`src/rtl/mult_div_seq.sv`:
```
// Multi-cycle MULT/MULTU/DIV/DIVU sequencer that owns the HI/LO pair.
// One bit per cycle on a shared (WIDTH+1)-bit adder: shift-add multiply, restoring divide.
module mult_div_seq #(
  parameter int WIDTH = 32
) (
  input  logic             clk,
  input  logic             rst_n,
  input  logic             start,
  input  logic [1:0]       op,
  input  logic [WIDTH-1:0] src_a,
  input  logic [WIDTH-1:0] src_b,
  input  logic             mthi,
  input  logic             mtlo,
  input  logic [WIDTH-1:0] wdata,
  output logic             busy,
  output logic             done,
  output logic [WIDTH-1:0] hi,
  output logic [WIDTH-1:0] lo
);

  localparam int CW = (WIDTH > 1) ? $clog2(WIDTH) : 1;

  typedef enum logic [2:0] {
    S_IDLE,
    S_PREP,
    S_RUN,
    S_FIX,
    S_DONE
  } state_t;

  state_t             state, state_next;
  logic [CW-1:0]      count;
  logic [1:0]         op_q;
  logic               op_div, op_signed;
  logic [WIDTH-1:0]   a_raw, b_raw, opnd;
  logic [2*WIDTH-1:0] acc, acc_step, prod_fix;
  logic               neg_res, neg_rem, div_zero;
  logic               idle_like, accept;
  logic               sign_a, sign_b;
  logic [WIDTH-1:0]   abs_a, abs_b;
  logic [WIDTH:0]     add_x, add_y, add_sum;
  logic [WIDTH-1:0]   hi_res, lo_res;

  assign op_div    = op_q[1];
  assign op_signed = op_q[0];
  assign idle_like = (state == S_IDLE) || (state == S_DONE);
  assign accept    = idle_like && start;

  assign sign_a = op_signed & a_raw[WIDTH-1];
  assign sign_b = op_signed & b_raw[WIDTH-1];
  assign abs_a  = sign_a ? -a_raw : a_raw;
  assign abs_b  = sign_b ? -b_raw : b_raw;

  // NOTE: every variable assigned in always_comb gets a default first so no latch is inferred.
  always_comb begin
    state_next = state;
    busy       = 1'b0;
    done       = 1'b0;
    case (state)
      S_IDLE: if (start) state_next = S_PREP;
      S_PREP: begin
        busy       = 1'b1;
        state_next = S_RUN;
      end
      S_RUN: begin
        busy = 1'b1;
        if (count == '0) state_next = S_FIX;
      end
      S_FIX: begin
        busy       = 1'b1;
        state_next = S_DONE;
      end
      S_DONE: begin
        done       = 1'b1;
        state_next = start ? S_PREP : S_IDLE;
      end
      default: state_next = S_IDLE;
    endcase
  end

  // Divide: {rem,quo} shifted left feeds rem-divisor as x + ~d + 1.
  // Multiply: upper half plus multiplicand when the low accumulator bit is set.
  always_comb begin
    add_x   = op_div ? acc[2*WIDTH-1:WIDTH-1] : {1'b0, acc[2*WIDTH-1:WIDTH]};
    add_y   = op_div ? ~{1'b0, opnd} : (acc[0] ? {1'b0, opnd} : '0);
    add_sum = add_x + add_y + (WIDTH+1)'(op_div);
    if (!op_div)
      acc_step = {add_sum, acc[WIDTH-1:1]};
    else if (!add_sum[WIDTH])
      acc_step = {add_sum[WIDTH-1:0], acc[WIDTH-2:0], 1'b1};
    else
      acc_step = {acc[2*WIDTH-2:0], 1'b0};
  end

  always_comb begin
    prod_fix = neg_res ? -acc : acc;
    hi_res   = prod_fix[2*WIDTH-1:WIDTH];
    lo_res   = prod_fix[WIDTH-1:0];
    if (op_div) begin
      if (div_zero) begin
        hi_res = a_raw;
        lo_res = '1;
      end else begin
        hi_res = neg_rem ? -acc[2*WIDTH-1:WIDTH] : acc[2*WIDTH-1:WIDTH];
        lo_res = neg_res ? -acc[WIDTH-1:0] : acc[WIDTH-1:0];
      end
    end
  end

  // NOTE: datapath registers carry no reset; they are always loaded before being consumed.
  always_ff @(posedge clk) begin
    if (accept) begin
      op_q  <= op;
      a_raw <= src_a;
      b_raw <= src_b;
    end
    if (state == S_PREP) begin
      opnd     <= op_div ? abs_b : abs_a;
      acc      <= {{WIDTH{1'b0}}, (op_div ? abs_a : abs_b)};
      neg_res  <= sign_a ^ sign_b;
      neg_rem  <= sign_a;
      div_zero <= op_div && (b_raw == '0);
    end else if (state == S_RUN) begin
      acc <= acc_step;
    end
  end

  always_ff @(posedge clk) begin
    if (!rst_n) begin
      state <= S_IDLE;
      count <= '0;
      hi    <= '0;
      lo    <= '0;
    end else begin
      state <= state_next;
      if (state == S_PREP)
        count <= CW'(WIDTH - 1);
      else if (state == S_RUN)
        count <= count - CW'(1);
      // A start in IDLE/DONE takes priority over a same-cycle MTHI/MTLO.
      if (state == S_FIX) begin
        hi <= hi_res;
        lo <= lo_res;
      end else if (idle_like && !start) begin
        if (mthi) hi <= wdata;
        if (mtlo) lo <= wdata;
      end
    end
  end

endmodule

```
`config.mk`:
```
export PLATFORM = sky130hd
export DESIGN_NAME = mult_div_seq
export DESIGN_NICKNAME = d
export VERILOG_FILES = /design/src/rtl/mult_div_seq.sv
export SDC_FILE = /design/constraint.sdc
export NUM_CORES = 1
export LEC_CHECK = 0
export CAP_MARGIN = 5
export CORE_MARGIN = 2
export CORE_UTILIZATION = 39
export DETAILED_ROUTE_END_ITERATION = 8
export GPL_TIMING_DRIVEN = 1
export SLEW_MARGIN = 20
export SYNTH_ARGS = -nofsm -noshare
export SYNTH_HDL_FRONTEND = slang
export SYNTH_SLANG_ARGS = --single-unit
export TNS_END_PERCENT = 50
```
`constraint.sdc`:
```
create_clock -name clk -period 4.7 [get_ports clk]
set_input_delay 0.94 -clock clk [delete_from_list [all_inputs] [get_ports clk]]
set_output_delay 0.94 -clock clk [all_outputs]
set_load 0.02 [all_outputs]
```
==> flow_metrics.py <==
metrics = {
    "global_routing": {
        "first_global_vias": 15043,
        "grt_pass1_wl_um": 93300,
        "grt_antenna_before_repair": 1,
        "grt_start_max_net_pins": 78,
        "grt_remaining_overflow": 0,
        "globalRouteTotalUtil": 0.275,
    },
    "power": {
        "power.combinational.fraction": 0.451,
        "p_int_uw": 5190,
        "worst_vdd_ir_v": 0.000288,
        "power.clock.fraction": 0.207,
        "power.static_leakage_uw": 0.00732,
        "power_density_mw_per_mm2": 471,
        "switching_share": 0.432,
        "p_sw_uw": 3940,
        "share_seq_of_total_power": 0.342,
    },
    "yosys": {
        "syn-mean-instance-area_um2": 8.51,
        "synth.distinct_cells": 79,
        "postSynthRegisterBits": 237,
        "synthMostInstantiatedCell": "nand2_1",
        "synth-edff-count": 133,
        "syn_area_mm2": 0.0166,
        "synth_warnings": 0,
        "synth.cells.most_frequent": "nand2_1, o21ai_0, a21oi_1",
        "netlist_instances": 1947,
        "yosys.area.top_type": "edfxtp_1",
        "synth_top_cell_area_share": 0.241,
        "post_synth_main_area_contributors": "edfxtp_1, dfxtp_1, nand2_1",
        "yosysSeqAreaShare": 0.367,
        "syn-num-nets": 2089,
        "postSynth.asyncResetShare": 0,
        "ys.flop_type": "edfxtp_1",
    },
    "sta": {
        "grt_setup_unrepaired": "false",
        "finalClockSkew_ns": 0.0146,
        "layout_worst_path_cycle_share": 0.930,
        "setup_viol_count_final": 0,
        "hold_slack_ns": 0.479,
        "post-route-min-period_ns": 4.37,
        "achievable-frequency_mhz": 229,
        "setup_total_negative_slack_ns": 0,
        "timing.slew.headroom": 0.387,
        "hold_violations": 0,
        "max_slew.worst_pin.slew_ns": 0.910,
        "timing.final.max_slew_violations": 0,
    },
    "worst_setup_path": {
        "worstSetupEndpointType": "register",
        "rr_worst_depth": 11,
        "rr_startpoint": "op_q[1]",
        "setup.worst_path.start_class": "register",
        "critical_path_arrival_ns": 4.67,
        "crit_fanout": 30,
        "timing.setup.critical_path_class": "reg2reg",
        "reg2reg_slack_ns": 0.33,
        "reg_to_reg_critical_path_endpoint": "acc[0]",
        "worstPathRequired_ns": 5.00,
    },
    "min_path": {
        "worst_hold_path.num_cells": 2,
        "holdCritPathClass": "reg2reg",
        "hold_start": "lo[2]",
        "hold_path_end": "lo[2]",
    },
    "clock_network": {
        "clk-insertion-delay-late_ns": 0.57,
        "clock_sinks": 237,
        "cts_resized": 0,
        "h_tree_levels": 1,
        "tritoncts": "yes",
        "clk_pin_slew_worst_paths_ns": 0.06,
        "cts_inserted_buffers": 25,
        "buffers_inserted_during_post_cts_setup_optimization": 0,
        "root_buffer": "clkbuf_16",
        "holdBufCountCts": 0,
        "clock_buffer_depth": 3,
    },
    "detailed_routing": {
        "remaining_drc_errors": 0,
        "antenna_left": 0,
        "dr.pass1.iters": 6,
        "drt_first_iter_violations": 1502,
        "routed_wl_um": 62100,
        "avgRoutedWirePerCell_um": 23.9,
        "routed-via-count": 15710,
        "avgViaCountPerCell": 6.05,
    },
    "layout": {
        "final_core_occ": 0.463,
        "ff_latch_area_mm2": 0.00608,
        "stdcell_area_mm2": 0.0194,
        "post_route_cells_drive_above_1_share": 0.0680,
        "net_count_reported_at_finish": 2183,
        "area_delta_synth_final_pct": 17.1,
        "filler_cell_count": 4058,
        "diodes": 0,
        "multiInputGateArea_mm2": 0.00977,
    },
    "floorplanning": {
        "die_width_um": 210,
        "floorplan.die_area_mm2": 0.0442,
        "io_pins": 169,
        "die_y_um": 210,
        "num_rows": 75,
        "floorplan.core_area_mm2": 0.0419,
        "start_util": 0.395,
    },
    "placement": {
        "place.port_buffers": 168,
        "dp_hpwl_um": 48000,
        "placed_cell_area_mm2": 0.0186,
        "gpl.final_weighted_congestion": 0.964,
    },
    "status": {
        "run_status": "finished clean",
    },
    "job": {
        "max_cap_viol_count": 0,
    },
}
per-stage QoR:
stage	setup WS, ns	cells	total power (uW)
after floorplan	0.113	1947	5760
after global placement	0.454	2553	7140
after detailed placement	0.347	2553	7180
after CTS	0.303	2597	9070
after global routing	0.0985	2597	9630
final	0.329	2597	9130
area by class of cell:
cell class / instances / share of cell area
multi-input cells: 1531 / 0.504
clock buffers: 33 / 0.0338
well taps: 539 / 0.0348
flip-flops and latches: 237 / 0.313
clock inverters: 11 / 0.00464
repair buffers: 209 / 0.103
inverters: 37 / 0.00729
cells by family (layout without fill, tap and decap cells):
group                    count (synthesis)  after routing  share of synthesized area
buffers and inverters                  179            290                     0.0455
AND/OR/NAND/NOR                        624            624                      0.176
XOR/XNOR                               136            136                     0.0719
multiplexers                           123            123                     0.0806
adder cells (fa/ha/maj)                 39             39                     0.0303
AO/OA/AOI/OAI                          609            609                      0.229
flip-flops                             237            237                      0.367
metal layers:
| layer | vias to the layer above | part of all wire | GRT usage | wire length, um |
|---|---|---|---|---|
| met5 | - | 0.00015 | 0 | 9 |
| met4 | 2 | 0.034 | 0.0851 | 2140 |
| met3 | 128 | 0.079 | 0.0420 | 4900 |
| met2 | 690 | 0.45 | 0.445 | 28100 |
| met1 | 7551 | 0.43 | 0.379 | 27000 |
| li1 | 7339 | - | - | - |
state kept, by name, indices dropped and copies added (netlist names):
signal,flops
acc,64
a_raw,32
b_raw,32
hi,32
lo,32
opnd,32
count,5
state,3
op_q,2
div_zero,1
neg_rem,1
neg_res,1
power groups by stage:
stage	Sequential [uW]	Clock (uW)	Combinational, uW
3_5_place_dp	3140	0	4040
4_1_cts	3100	1920	4060
2_1_floorplan	2790	0	2980
6_report	3120	1890	4120
3_3_place_gp	3130	0	4010
5_1_grt	3150	1990	4490
worst max path at each step:
stage / startpoint / end / slack, ns / depth (start not counted)
6_report: op_q[1] / acc[0] / 0.33 / 11
5_1_grt: op_q[1] / acc[58] / 0.1 / 13
4_1_cts: op_q[1] / acc[32] / 0.30 / 15
3_5_place_dp: op_q[1] / acc[32] / 0.35 / 15
3_3_place_gp: op_q[1] / acc[0] / 0.45 / 12
2_1_floorplan: op_q[1] / acc[43] / 0.11 / 18
cell usage in the layout (no fill, tap or decap), types with 40 or more instances in the layout:
cell / count
a21o_1: 48
a21oi_1: 164
buf_4: 40
clkdlybuf4s50_1: 167
dfxtp_1: 104
edfxtp_1: 133
mux2_2: 40
mux2i_1: 79
nand2_1: 252
nand3_1: 51
nor2_1: 122
nor3_1: 45
o21ai_0: 175
xnor2_1: 69
xor2_1: 67
critical path, cell delays in order (launching register included):
cell and delay (ns):
edfxtp_1 0.50, buf_4 0.30, buf_4 0.37, mux2_2 0.38, ha_1 0.38, and3_1 0.25, and2_1 0.16, a221o_1 0.38
or3_1 0.33, a211o_1 0.32, o211a_2 0.24, mux4_2 0.48
(Power assumes the default switching activity.)
